## config.mk

```make
export PLATFORM = sky130hd
export DESIGN_NAME = sipo_deser_flat
export DESIGN_NICKNAME = d
export VERILOG_FILES = /design/src/rtl/sipo_deser_if.sv /design/src/rtl/sipo_deser.sv /design/src/flat_wrapper.sv
export SDC_FILE = /design/constraint.sdc
export NUM_CORES = 1
export LEC_CHECK = 0
export BUFFER_PORTS_ARGS = -buffer_cell sky130_fd_sc_hd__buf_2
export CAP_MARGIN = 10
export CORE_AREA = 2 2 44 46
export CTS_BUF_LIST = sky130_fd_sc_hd__clkbuf_8 sky130_fd_sc_hd__clkbuf_16
export CTS_CLUSTER_DIAMETER = 150
export DETAILED_ROUTE_END_ITERATION = 16
export DIE_AREA = 0 0 46 48
export PLACE_DENSITY = 0.78
export SYNTH_ARGS = -nofsm -noshare
export SYNTH_HDL_FRONTEND = slang
export SYNTH_SLANG_ARGS = --single-unit
```

## constraint.sdc

```tcl
create_clock -name clk -period 2.35 [get_ports clk]
set_input_delay 0.1175 -clock clk [delete_from_list [all_inputs] [get_ports clk]]
set_output_delay 0.1175 -clock clk [all_outputs]
set_load 0.005 [all_outputs]
```

## src/rtl/sipo_deser_if.sv

```systemverilog
// Output-side handshake of the SIPO receiver: one buffered word with valid/ready.
interface sipo_deser_if #(
  parameter int unsigned WIDTH = 8
);
  logic [WIDTH-1:0] pdata;
  logic             pvalid;
  logic             pready;

  modport master (output pdata, output pvalid, input pready);
  modport slave  (input pdata, input pvalid, output pready);
endinterface

```

## src/rtl/sipo_deser.sv

```systemverilog
// Serial-in parallel-out receiver: assembles WIDTH-bit words from si and
// offers them through a one-entry buffer, flagging a sticky overrun on drops.
module sipo_deser #(
  parameter int unsigned WIDTH     = 8,
  parameter bit          MSB_FIRST = 1'b1
) (
  input  logic                     clk,
  input  logic                     rst,
  input  logic                     si,
  input  logic                     si_en,
  input  logic                     abort,
  output logic                     busy,
  output logic [$clog2(WIDTH)-1:0] bit_cnt,
  output logic                     overrun,
  input  logic                     clr_ovr,
  sipo_deser_if.master             p
);
  localparam int unsigned CW = $clog2(WIDTH);
  localparam logic [CW-1:0] LAST = CW'(WIDTH - 1);

  typedef enum logic {IDLE, SHIFT} state_t;

  state_t           r_state;
  logic [WIDTH-1:0] r_shifter;
  logic [CW-1:0]    r_bit_cnt;
  logic [WIDTH-1:0] r_pdata;
  logic             r_pvalid;
  logic             r_overrun;
  logic [WIDTH-1:0] w_next;

  always_comb begin
    w_next = r_shifter;
    if (MSB_FIRST) w_next = {r_shifter[WIDTH-2:0], si};
    else           w_next = {si, r_shifter[WIDTH-1:1]};
  end

  always_ff @(posedge clk) begin
    if (!rst) begin
      r_state   <= IDLE;
      r_shifter <= '0;
      r_bit_cnt <= '0;
      r_pdata   <= '0;
      r_pvalid  <= 1'b0;
      r_overrun <= 1'b0;
    end else begin
      // Later assignments in this block override these defaults (load/set win).
      if (r_pvalid && p.pready) r_pvalid  <= 1'b0;
      if (clr_ovr)              r_overrun <= 1'b0;

      if (abort) begin
        r_state   <= IDLE;
        r_shifter <= '0;
        r_bit_cnt <= '0;
      end else if (si_en) begin
        r_shifter <= w_next;
        if (r_bit_cnt == LAST) begin
          r_state   <= IDLE;
          r_bit_cnt <= '0;
          if (!r_pvalid || p.pready) begin
            r_pdata  <= w_next;
            r_pvalid <= 1'b1;
          end else begin
            r_overrun <= 1'b1;
          end
        end else begin
          r_state   <= SHIFT;
          r_bit_cnt <= r_bit_cnt + CW'(1);
        end
      end
    end
  end

  assign busy     = (r_state == SHIFT);
  assign bit_cnt  = r_bit_cnt;
  assign overrun  = r_overrun;
  assign p.pdata  = r_pdata;
  assign p.pvalid = r_pvalid;
endmodule
```

## src/flat_wrapper.sv

```systemverilog
// flat-port wrapper written by rule: the top's interface ports become plain ports
module sipo_deser_flat 
#(
  parameter int unsigned WIDTH     = 8,
  parameter bit          MSB_FIRST = 1'b1
)
  (clk, rst, si, si_en, abort, busy, bit_cnt, overrun, clr_ovr, p_pdata, p_pvalid, p_pready);
  sipo_deser_if #(.WIDTH(WIDTH)) p_i ();
  input  logic clk;
  input  logic rst;
  input  logic si;
  input  logic si_en;
  input  logic abort;
  output logic busy;
  output logic [$clog2(WIDTH)-1:0] bit_cnt;
  output logic overrun;
  input  logic clr_ovr;
  output wire logic [$bits(p_i.pdata)-1:0] p_pdata;
  output wire logic [$bits(p_i.pvalid)-1:0] p_pvalid;
  input wire logic [$bits(p_i.pready)-1:0] p_pready;
  assign p_pdata = p_i.pdata;
  assign p_pvalid = p_i.pvalid;
  assign p_i.pready = p_pready;
  sipo_deser #(.WIDTH(WIDTH), .MSB_FIRST(MSB_FIRST)) u_core (.clk(clk), .rst(rst), .si(si), .si_en(si_en), .abort(abort), .busy(busy), .bit_cnt(bit_cnt), .overrun(overrun), .clr_ovr(clr_ovr), .p(p_i));
endmodule
```

### Word-level counts from Yosys, hierarchy flattened

Cells that the tools add are included.

| word-level totals | value |
|---|---|
| register bits | 21 |
| bits of input ports | 7 |
| logic and storage cells | 27 |

| cells by class | value |
|---|---|
| $add $sub $neg | 1 |
| eq/ne operators | 1 |
| multiplexer cells | 12 |
| bitwise operators | 2 |
| reduce and logical (&&, ||, !) cells | 5 |

Operator list:

| kind | number |
|---|---|
| $mux W1 | 11 |
| $reduce_and A4 Y1 | 1 |
| $add A3 B1 Y3 const B | 1 |
| $eq A3 B3 Y1 const B | 1 |
| $mux W3 | 1 |
| $not A1 Y1 | 2 |
| $reduce_or A2 Y1 | 1 |
| $logic_and A1 B1 Y1 | 1 |
| $logic_not A1 Y1 | 1 |
| $logic_or A1 B1 Y1 | 1 |

### Depth between registers and ports, before layout

Gate-level depths: netlist of run 1.

| depth | value |
|---|---|
| depth after elaboration | 6 |
| mapped depth | 6 |
| gate-level depth less buffers | 5 |

### Worst setup path after synthesis of run 1

No wires, ideal clock.

| path | value |
|---|---|
| path type | reg2reg |
| start | reg u_core.r_bit_cnt[0] (netlist: u_core.bit_cnt[0]) |
| end | reg u_core.r_pdata[0] (netlist: u_core.p.pdata[0]) |
| arrival | 1233 ps |
| setup slack | 1045 ps |
| library setup time | 72 ps |
| period minus slack after synthesis | 1305 ps |
| data required time | 2278 ps |
| stages on the path, launching flop included | 7 |
| cells stage by stage | dfxtp_1 > ha_1 > ha_1 > nand3b_4 > nor2b_4 > buf_6 > mux2i_1 |

| between the ends | value |
|---|---|
| longest elaborated chain between the ends | 2 |

Ends and longest elaborated chain:

| item | line | source |
|---|---|---|
| start, declared | sipo_deser.sv:25 | `logic [CW-1:0] r_bit_cnt;` |
| start signal, assigned | sipo_deser.sv:67 | `r_bit_cnt <= r_bit_cnt + CW'(1);` |
| $eq A3 B3 Y1 | sipo_deser.sv:56 | `if (r_bit_cnt == LAST) begin` |
| $reduce_and A4 Y1 (no line) | n/a |  |
| end signal, assigned | sipo_deser.sv:60 | `r_pdata <= w_next;` |
| end, declared | sipo_deser.sv:26 | `logic [WIDTH-1:0] r_pdata;` |

No other way between the ends.
A chain may end at the register's enable or synchronous reset.

### Worst setup path in the final report of run 1

| path | value |
|---|---|
| start | reg u_core.r_bit_cnt[0] (netlist: u_core.bit_cnt[0]) |
| end | reg u_core.r_pdata[6] (netlist: u_core.p.pdata[6]) |

Same word-level chain as after synthesis.

==> results of run 1 <==
final timing paths:
path                                       endpoint              start  cells past startpoint  slack (ns)
worst max register to register    u_core.p.pdata[6]  u_core.bit_cnt[0]                      5        0.88
worst min-delay path            u_core.r_shifter[0]                 si                      3        0.13
worst min register to register    u_core.p.pdata[7]  u_core.p.pdata[7]                      2        0.46
worst max-delay path              u_core.p.pdata[6]  u_core.bit_cnt[0]                      5        0.88
cells in the mapped netlist, drive strengths merged:
| cell type | count | share of area (%) |
|---|---|---|
| buf | 6 | 4.9 |
| mux2i | 18 | 21 |
| o22ai | 1 | 0.74 |
| and2 | 1 | 0.74 |
| a21boi | 1 | 0.88 |
| nand3b | 1 | 2.4 |
| nand2b | 2 | 1.5 |
| a211oi | 1 | 0.88 |
| inv | 1 | 0.44 |
| nor2 | 12 | 5.3 |
| ha | 2 | 2.9 |
| dfxtp | 21 | 49 |
| nor2b | 1 | 1.6 |
| nand2 | 16 | 7.1 |
metal layers:
layer  part of all wire (%)  vias up  routed length, um  global-route usage [%]
met4                    3.3        0                 42                    13.7
met5                      0        -                  0                       0
li1                       -      311                  -                       -
met1                     48      260                616                    17.5
met3                    3.8        4                 49                    3.40
met2                     45       13                582                    19.4
cells by family (layout without fill, tap and decap cells):
group,Yosys count,in the layout
muxes,18,18
DFF,21,21
adders and majority gates,2,2
and+or+nand+nor,33,33
buffers and inverters,7,25
AOI/OAI and AO/OA,3,3
power groups by stage:
stage,clock network [mW],logic [mW],registers [mW]
final,0.224,0.0292,0.360
after CTS,0.233,0.0299,0.360
after global routing,0.246,0.0328,0.361
after detailed placement,0,0.0298,0.369
after global placement,0,0.0293,0.368
after floorplan,0,0.0235,0.368
state kept, by name, summed over array words and instances (netlist names):
| signal | flops |
|---|---|
| u_core.bit_cnt | 3 |
| u_core.busy | 1 |
| u_core.overrun | 1 |
| u_core.p.pdata | 8 |
| u_core.p.pvalid | 1 |
| u_core.r_shifter | 7 |
worst min-delay path: cells and delay by family:
kind,cells,cell delay (ns)
multiplexers,1,0.06
AND/OR/NAND/NOR,1,0.08
buffers and inverters,1,0.09
through the flow:
| stage | instances | hold WS, ns | utilization, % | instance area, sq um |
|---|---|---|---|---|
| 4_1_cts | 119 | 0.125 | 57.7 | 975 |
| 6_report | 119 | 0.125 | 57.7 | 975 |
| 2_1_floorplan | 84 | 0.260 | - | 850 |
| 5_1_grt | 119 | 0.125 | 57.7 | 975 |
| 3_5_place_dp | 115 | 0.392 | 55.0 | 930 |
| 3_3_place_gp | 115 | 0.386 | 55.0 | 930 |
cell type report:
class,instances,area [sq um],share of cell area [%]
Timing Repair Buffer,20,100,10.3
Sequential cell,21,420,43.1
Multi-Input combinational cell,56,384,39.4
Clock inverter,1,3.75,0.385
Clock buffer,3,41.3,4.24
Tap cell,17,21.3,2.18
Inverter,1,3.75,0.385
==> results.sh, run 1 <==
export IMPL_wire_per_inst_um=10.8
export IMPL_drt_iter0_markers=2
export IMPL_number_of_antenna_violations_at_the_first_check_in_global_routing=0
export IMPL_number_of_vias_in_the_routed_layout=588
export IMPL_core_region_sq_mm=0.00169
export IMPL_reg_power_share_pct=58.8
export IMPL_yosys_area_share_simple_pct=18.6
export IMPL_most_common_layout_cells="sky130_fd_sc_hd__dfxtp_1 (21), sky130_fd_sc_hd__buf_2 (20), sky130_fd_sc_hd__mux2i_1 (18), sky130_fd_sc_hd__nand2_1 (16), sky130_fd_sc_hd__nor2_1 (12)"
export IMPL_io_pins=21
export IMPL_synth_compound_area_share_pct=2.50
export IMPL_power_leakage_nw=0.455
export IMPL_avgSynthCellArea_sq_um=10.1
export IMPL_data_arrival_critical_path_ns=1.65
export IMPL_cts_hold_repair_buffers=0
export IMPL_timing_critical_path_cells="ha_1 > ha_1 > nand3b_4 > nor2b_4 > mux2i_1"
export IMPL_power_net_switching_mw=0.126
export IMPL_place_detailed_hpwl_um=958
export IMPL_cts_root_buf="sky130_fd_sc_hd__clkbuf_8"
export IMPL_worst_skew_pair_late_latency_ns=0.26
export IMPL_synth_adder_area_share_pct=2.95
export IMPL_grt_first_pass_wirelength_mm=2.11
export IMPL_cts_buffer_depth=2
export IMPL_firstDrtPassIters=3
export IMPL_hold_path_class="primary input to flop"
export IMPL_power_report_internal_total_mw=0.487
export IMPL_cp_max_fo=8
export IMPL_cts_clk_slew_worst_paths_ns=0.07
export IMPL_timing_final_hold_violations=0
export IMPL_power_per_cell_area_mw_per_mm2=629
export IMPL_max_slew_margin_rel_pct=75.4
export IMPL_first_global_vias=511
export IMPL_postSynthRegisterBits=21
export IMPL_dominant_cell_type_by_count_on_the_critical_path="sky130_fd_sc_hd__ha_1"
export IMPL_ys_warnings_count=0
export IMPL_antenna_diode_count=0
export IMPL_fmax_mhz=682
export IMPL_drv_cap=0
export IMPL_floorplan_rows=15
export IMPL_post_synth_xor_area_fraction_pct=0
export IMPL_unrepaired_setup_endpoints_after_global_routing="no"
export IMPL_dieArea_sq_mm=0.00221
export IMPL_yosys_mux_area_fraction_pct=21.2
export IMPL_path_class="flop to flop"
export IMPL_detail_route_drc_violations=0
export IMPL_die_height_um=48
export IMPL_post_cts_resized=0
export IMPL_grt_start_max_net_pins=20
export IMPL_gp_congestion=0.706
export IMPL_globalRouteTotalUtil_pct=14.1
export IMPL_fin_ws_ns=0.883
export IMPL_timing_critical_path_required_ns=2.54
export IMPL_initial_util_pct=50.3
export IMPL_postSynthNetCount=93
export IMPL_setup_viol=0
export IMPL_antenna_violating_nets_post_route=0
export IMPL_outcome="finished clean"
export IMPL_most_frequent_standard_cell_in_the_layout_excluding_fill_and_tap_cells="sky130_fd_sc_hd__dfxtp_1"
export IMPL_min_period_over_period_pct=62.4
export IMPL_largest_family_of_logic_cells_by_synthesized_area="multiplexers"
export IMPL_layout_min_cycle_time_ns=1.47
export IMPL_timing_setup_tns_ns=0
export IMPL_worst_setup_path_start_kind="flop"
export IMPL_cell_family_with_the_largest_share_of_critical_path_delay="adder cells"
export IMPL_routed_via_count_divided_by_cell_count=4.94
export IMPL_design_final_nets=112
export IMPL_grt_overflow_total=0
export IMPL_clockPowerShare_pct=36.5
export IMPL_finalMaxSlewViolations=0
export IMPL_endpoint_kind="flop"
export IMPL_ir_drop_mv=0.311
export IMPL_proportion_of_power_drawn_by_combinational_gates_pct=4.8
export IMPL_cts_htree_levels=1
export IMPL_fin_skew_ns=0.00319
export IMPL_area_growth_synth_to_final_pct=14.7
export IMPL_worstMarginPinSlew_ns=0.369
export IMPL_switching_share_pct=20.5
export IMPL_synth_cell_types=16
export IMPL_place_worst_setup_slack_ns=0.882
export IMPL_buffers_inserted_by_post_cts_timing_repair=0
export IMPL_final_fill_count=153
export IMPL_clock_sinks=21
export IMPL_finalPower_mw=0.613
export IMPL_die_x_extent_um=46
export IMPL_worstPathBufferInverterCount=0
export IMPL_post_synth_instance_area_sq_um=850
export IMPL_port_buffer_cells=20
export IMPL_tritoncts_clock_tree="yes"
export IMPL_num_cts_buffers=3
export IMPL_drive_above_1_share_pct=24.5
export IMPL_crit_path_max_incr_delay_ns=0.37
export IMPL_synth_sequential_area_ratio_pct=49.5
export IMPL_timing_critical_path_slowest_stage_cell="sky130_fd_sc_hd__dfxtp_1"
export IMPL_post_synth_inst_count=84
export IMPL_route_final_wire_length_mm=1.29
(Power assumes the default switching activity.)
==> run 2: changes to the inputs <==
--- a/config.mk
+++ b/config.mk
@@ -7,12 +7,12 @@
 export LEC_CHECK = 0
 export BUFFER_PORTS_ARGS = -buffer_cell sky130_fd_sc_hd__buf_2
 export CAP_MARGIN = 10
-export CORE_AREA = 2 2 44 46
+export CORE_AREA = 2 2 45 47
 export CTS_BUF_LIST = sky130_fd_sc_hd__clkbuf_8 sky130_fd_sc_hd__clkbuf_16
 export CTS_CLUSTER_DIAMETER = 150
 export DETAILED_ROUTE_END_ITERATION = 16
-export DIE_AREA = 0 0 46 48
-export PLACE_DENSITY = 0.78
+export DIE_AREA = 0 0 47 49
+export PLACE_DENSITY = 0.75
 export SYNTH_ARGS = -nofsm -noshare
 export SYNTH_HDL_FRONTEND = slang
 export SYNTH_SLANG_ARGS = --single-unit
==> constraint.sdc (replaced) <==
create_clock -name clk -period 1.43 [get_ports clk]
set_input_delay 0.0715 -clock clk [delete_from_list [all_inputs] [get_ports clk]]
set_output_delay 0.0715 -clock clk [all_outputs]
set_load 0.005 [all_outputs]
==> results.sh, run 2 (synthesis results as in run 1) <==
export IMPL_fmax_mhz=748
export IMPL_firstDrtPassIters=4
export IMPL_worstMarginPinSlew_ns=0.417
export IMPL_core_region_sq_mm=0.00184
export IMPL_number_of_vias_in_the_routed_layout=619
export IMPL_gp_congestion=0.712
export IMPL_ir_drop_mv=0.665
export IMPL_area_growth_synth_to_final_pct=23.6
export IMPL_die_height_um=49
export IMPL_antenna_diode_count=0
export IMPL_worstPathBufferInverterCount=1
export IMPL_wire_per_inst_um=10.5
export IMPL_globalRouteTotalUtil_pct=15.0
export IMPL_worst_setup_path_start_kind="flop"
export IMPL_timing_final_hold_violations=0
export IMPL_most_common_layout_cells="sky130_fd_sc_hd__buf_2 (20), sky130_fd_sc_hd__dfxtp_1 (20), sky130_fd_sc_hd__mux2i_1 (18), sky130_fd_sc_hd__nand2_1 (16), sky130_fd_sc_hd__nor2_1 (12)"
export IMPL_placed_area_sq_um=972
export IMPL_grt_start_max_net_pins=19
export IMPL_layout_min_cycle_time_ns=1.34
export IMPL_path_class="flop to flop"
export IMPL_cts_root_buf="sky130_fd_sc_hd__clkbuf_8"
export IMPL_dieArea_sq_mm=0.00230
export IMPL_routed_via_count_divided_by_cell_count=4.59
export IMPL_place_worst_setup_slack_ns=0.0139
export IMPL_timing_critical_path_slowest_stage_cell="sky130_fd_sc_hd__dfxtp_1"
export IMPL_number_of_cells_after_detailed_placement=129
export IMPL_drt_iter0_markers=4
export IMPL_grt_first_pass_wirelength_mm=2.36
export IMPL_place_detailed_hpwl_mm=1.01
export IMPL_finalPower_mw=1.04
export IMPL_grt_overflow_total=0
export IMPL_cts_htree_levels=1
export IMPL_io_pins=21
export IMPL_finalMaxSlewViolations=0
export IMPL_clock_sinks=21
export IMPL_timing_critical_path_required_ns=1.62
export IMPL_design_final_nets=118
export IMPL_num_cts_buffers=3
export IMPL_number_of_antenna_violations_at_the_first_check_in_global_routing=0
export IMPL_initial_util_pct=46.1
export IMPL_max_slew_margin_rel_pct=72.2
export IMPL_route_final_wire_length_mm=1.42
export IMPL_timing_setup_tns_ns=0
export IMPL_cts_clk_slew_worst_paths_ns=0.08
export IMPL_unrepaired_setup_endpoints_after_global_routing="no"
export IMPL_cell_family_with_the_largest_share_of_critical_path_delay="adder cells"
export IMPL_setup_viol=0
export IMPL_endpoint_kind="flop"
export IMPL_worst_skew_pair_late_latency_ns=0.26
export IMPL_antenna_violating_nets_post_route=0
export IMPL_timing_critical_path_cells="ha_1 > ha_2 > nand3b_4 > nor2b_4 > buf_12 > mux2i_1"
export IMPL_die_x_extent_um=47
export IMPL_cts_hold_repair_buffers=0
export IMPL_outcome="finished clean"
export IMPL_port_buffer_cells=20
export IMPL_tritoncts_clock_tree="yes"
export IMPL_detail_route_drc_violations=0
export IMPL_crit_path_max_incr_delay_ns=0.34
export IMPL_cp_max_fo=7
export IMPL_power_leakage_nw=0.485
export IMPL_min_period_over_period_pct=93.5
export IMPL_postLayoutCellArea_sq_mm=0.00105
export IMPL_data_arrival_critical_path_ns=1.53
export IMPL_power_per_cell_area_mw_per_mm2=986
export IMPL_cts_buffer_depth=2
export IMPL_drv_cap=0
export IMPL_floorplan_rows=16
export IMPL_layout_cells_non_filler=135
export IMPL_fin_skew_ns=0.00577
export IMPL_hold_path_class="primary input to flop"
export IMPL_largest_reg_flops=8
export IMPL_first_global_vias=554
export IMPL_drive_above_1_share_pct=31.5
export IMPL_fin_ws_ns=0.0931
-- run 2: power breakdown --
part / total [mW] / internal (mW) / switching (mW) / leakage, nW
Clock: 0.389 / 0.194 / 0.195 / 0.0255
Combinational: 0.0553 / 0.0259 / 0.0294 / 0.289
Sequential: 0.591 / 0.589 / 0.00253 / 0.170
-- run 2: path summary, 6_finish.rpt --
| path | from | to | slack (ns) | depth (start not counted) |
|---|---|---|---|---|
| setup / recovery | u_core.bit_cnt[0] | u_core.p.pdata[5] | 0.09 | 6 |
| hold / removal | si | u_core.p.pdata[0] | 0.07 | 3 |
| setup reg to reg | u_core.bit_cnt[0] | u_core.p.pdata[5] | 0.09 | 6 |
| hold reg to reg | u_core.p.pdata[7] | u_core.p.pdata[7] | 0.46 | 2 |
-- run 2: layout make-up --
type,instances,area [sq um]
fillers,177,792
clock inverters,1,5.00
clock buffers,3,41.3
inverters,1,3.75
flip-flops and latches,21,422
repair buffers,26,158
well taps,27,33.8
multi-input cells,56,387
-- run 2: per-layer routing --
metal	track usage, %	wire length [um]
met5	0	0
met4	9.72	28
met3	6.67	75
met2	21.7	649
met1	17.4	668
-- run 2: tightest hold or removal path: stages --
cell	delay [ns]
sky130_fd_sc_hd__buf_2	0.11
sky130_fd_sc_hd__nand2_1	0.05
sky130_fd_sc_hd__mux2i_1	0.06
-- run 2: stage by stage --
stage	utilization (%)	hold WS (ns)
after detailed placement	52.8	0.348
after floorplan	-	0.214
after global placement	52.8	0.335
after global routing	57.0	0.0890
after CTS	56.8	0.0674
final	57.0	0.0717
-- run 2: repair_timing --
action | 4_1_cts | 5_1_grt
gates resized for setup | 0 | 2
setup buffers | 2 | 0
endpoints found under the setup margin | 1 | 7
==> run 3: changes to the inputs <==
--- a/config.mk
+++ b/config.mk
@@ -5,6 +5,7 @@
 export SDC_FILE = /design/constraint.sdc
 export NUM_CORES = 1
 export LEC_CHECK = 0
+export ABC_AREA = 1
 export BUFFER_PORTS_ARGS = -buffer_cell sky130_fd_sc_hd__buf_2
 export CAP_MARGIN = 10
 export CORE_AREA = 2 2 45 47
@@ -12,6 +13,7 @@
 export CTS_CLUSTER_DIAMETER = 150
 export DETAILED_ROUTE_END_ITERATION = 16
 export DIE_AREA = 0 0 47 49
+export GPL_ROUTABILITY_DRIVEN = 0
 export PLACE_DENSITY = 0.75
 export SYNTH_ARGS = -nofsm -noshare
 export SYNTH_HDL_FRONTEND = slang
==> results.sh, run 3 <==
export IMPL_outcome="finished clean"
export IMPL_data_arrival_critical_path_ns=1.48
export IMPL_post_synth_main_area_contributors="sky130_fd_sc_hd__dfxtp_1 (50%), sky130_fd_sc_hd__nor2_1 (8.0%), sky130_fd_sc_hd__nand2_1 (7.5%)"
export IMPL_power_per_cell_area_mw_per_mm2=1010
export IMPL_max_slew_margin_rel_pct=81.3
export IMPL_drive_above_1_share_pct=24.4
export IMPL_first_global_vias=640
export IMPL_dominantRegCellSynth="sky130_fd_sc_hd__dfxtp_1"
export IMPL_worstMarginPinSlew_ns=0.281
export IMPL_fin_skew_ns=0.00162
export IMPL_post_synth_inst_count=109
export IMPL_number_of_vias_in_the_routed_layout=734
export IMPL_cts_htree_levels=1
export IMPL_global_route_usage_met1_pct=18.8
export IMPL_timing_critical_path_required_ns=1.58
export IMPL_power_leakage_nw=0.465
export IMPL_timing_hold_ws_ns=0.0622
export IMPL_timing_reg2reg_worst_path_depth=7
export IMPL_die_height_um=49
export IMPL_post_synth_instance_area_sq_um=848
export IMPL_grtUsageMet2_pct=23.3
export IMPL_hold_depth=4
export IMPL_postSynthRegisterBits=21
export IMPL_synth_edf_count=0
export IMPL_synth_top_cell_by_area="sky130_fd_sc_hd__dfxtp_1"
export IMPL_most_frequent_cell_after_synthesis="sky130_fd_sc_hd__dfxtp_1"
export IMPL_drv_cap=0
export IMPL_worst_skew_pair_late_latency_ns=0.25
export IMPL_area_growth_synth_to_final_pct=20.5
export IMPL_layout_min_cycle_time_ns=1.33
export IMPL_synth_cell_types=15
export IMPL_grt_util_met3_pct=3.33
export IMPL_number_of_cells_after_detailed_placement=153
export IMPL_hold_path_class="primary input to flop"
export IMPL_min_period_over_period_pct=92.9
export IMPL_tritoncts_clock_tree="yes"
export IMPL_fmax_mhz=753
export IMPL_layout_cells_non_filler=158
export IMPL_number_of_antenna_violations_at_the_first_check_in_global_routing=0
export IMPL_most_common_layout_cells="sky130_fd_sc_hd__buf_2 (20), sky130_fd_sc_hd__dfxtp_1 (20), sky130_fd_sc_hd__nor2_1 (18), sky130_fd_sc_hd__nand2_1 (17), sky130_fd_sc_hd__inv_1 (15)"
export IMPL_ys_warnings_count=0
export IMPL_synth_top_area_share_pct=49.6
export IMPL_path_class="flop to flop"
export IMPL_cts_buffer_depth=2
export IMPL_core_region_sq_mm=0.00184
export IMPL_largest_reg_flops=8
export IMPL_grt_start_max_net_pins=18
export IMPL_endpoint_kind="flop"
export IMPL_unrepaired_setup_endpoints_after_global_routing="no"
export IMPL_synth_commonest_cells="sky130_fd_sc_hd__dfxtp_1 (21), sky130_fd_sc_hd__nor2_1 (18), sky130_fd_sc_hd__nand2_1 (17)"
export IMPL_grt_overflow_total=0
export IMPL_routed_via_count_divided_by_cell_count=4.65
export IMPL_wire_per_inst_um=9.60
export IMPL_floorplan_rows=16
export IMPL_cts_clk_slew_worst_paths_ns=0.07
export IMPL_worst_setup_path_start_kind="flop"
export IMPL_antenna_violating_nets_post_route=0
export IMPL_setup_viol=0
export IMPL_dieArea_sq_mm=0.00230
export IMPL_clock_sinks=21
export IMPL_ir_drop_mv=0.546
export IMPL_ys_async_sr_fraction_pct=0
export IMPL_gr_max_usage_layer="met2"
export IMPL_port_buffer_cells=20
export IMPL_timing_final_hold_violations=0
export IMPL_finalPower_mw=1.03
export IMPL_antenna_diode_count=0
export IMPL_design_final_nets=141
export IMPL_drt_iter0_markers=14
export IMPL_cts_root_buf="sky130_fd_sc_hd__clkbuf_8"
export IMPL_timing_setup_tns_ns=0
export IMPL_io_pins=21
export IMPL_finalMaxSlewViolations=0
export IMPL_grt_first_pass_wirelength_mm=2.50
export IMPL_avgSynthCellArea_sq_um=7.78
export IMPL_cts_hold_repair_buffers=0
export IMPL_place_detailed_hpwl_mm=1.11
export IMPL_cp_max_fo=5
export IMPL_synth_sequential_area_ratio_pct=49.6
export IMPL_num_cts_buffers=3
export IMPL_initial_util_pct=46.1
export IMPL_final_core_utilization_pct=55.5
export IMPL_route_final_wire_length_mm=1.52
export IMPL_die_x_extent_um=47
export IMPL_detail_route_drc_violations=0
export IMPL_firstDrtPassIters=4
export IMPL_globalRouteTotalUtil_pct=14.7
export IMPL_postSynthNetCount=118
-- run 3: cells by family after synthesis --
family | Yosys count | share of synthesized area, %
and+or+nand+nor | 48 | 26.1
DFF | 21 | 49.6
AOI/OAI and AO/OA | 20 | 12.4
buffers and inverters | 18 | 9.00
adders and majority gates | 2 | 2.95
-- run 3: what timing repair did --
action / CTS / global route
gates resized for setup: 0 / 3
buffers inserted: 0 / 0
setup endpoints to repair: 0 / 9
-- run 3: final timing paths --
kind / endpoint / start / slack (ns)
setup reg to reg: u_core.p.pdata[5] / u_core.bit_cnt[1] / 0.10
setup / recovery: u_core.p.pdata[5] / u_core.bit_cnt[1] / 0.10
hold reg to reg: u_core.overrun / u_core.overrun / 0.46
hold / removal: u_core.overrun / clr_ovr / 0.06
-- run 3: stage by stage --
step	setup WS (ns)	cell area [sq um]
4_1_cts	0.0665	1010
5_1_grt	0.00503	1020
2_1_floorplan	0.205	848
6_report	0.102	1020
3_3_place_gp	0.145	962
3_5_place_dp	0.0879	962
-- run 3: final cells by class --
type / instances / area [sq um]
timing repair buffer: 20 / 100
tap: 27 / 33.8
multi-input combinational: 71 / 365
inverter: 15 / 56.3
sequential: 21 / 422
clock inverter: 1 / 3.75
clock buffer: 3 / 41.3
fill: 182 / 820
-- run 3: critical path, cell delays in order, from the launching register on --
cell and delay [ns]:
sky130_fd_sc_hd__dfxtp_1 0.36, sky130_fd_sc_hd__ha_1 0.17, sky130_fd_sc_hd__ha_2 0.21, sky130_fd_sc_hd__nand2_2 0.11
sky130_fd_sc_hd__nor2_4 0.19, sky130_fd_sc_hd__nand3_1 0.09, sky130_fd_sc_hd__nand2_1 0.07, sky130_fd_sc_hd__nor2_1 0.03
-- run 3: power by group --
group | internal (mW) | switching [mW]
sequential | 0.595 | 0.00502
clock | 0.191 | 0.176
combinational | 0.0213 | 0.0399
total | 0.807 | 0.221
-- run 3: routing by layer --
| layer | vias up | routed length, um |
|---|---|---|
| met3 | 0 | 87 |
| met2 | 25 | 723 |
| li1 | 389 | - |
| met1 | 320 | 706 |
| met4 | 0 | 0 |
| met5 | - | 0 |
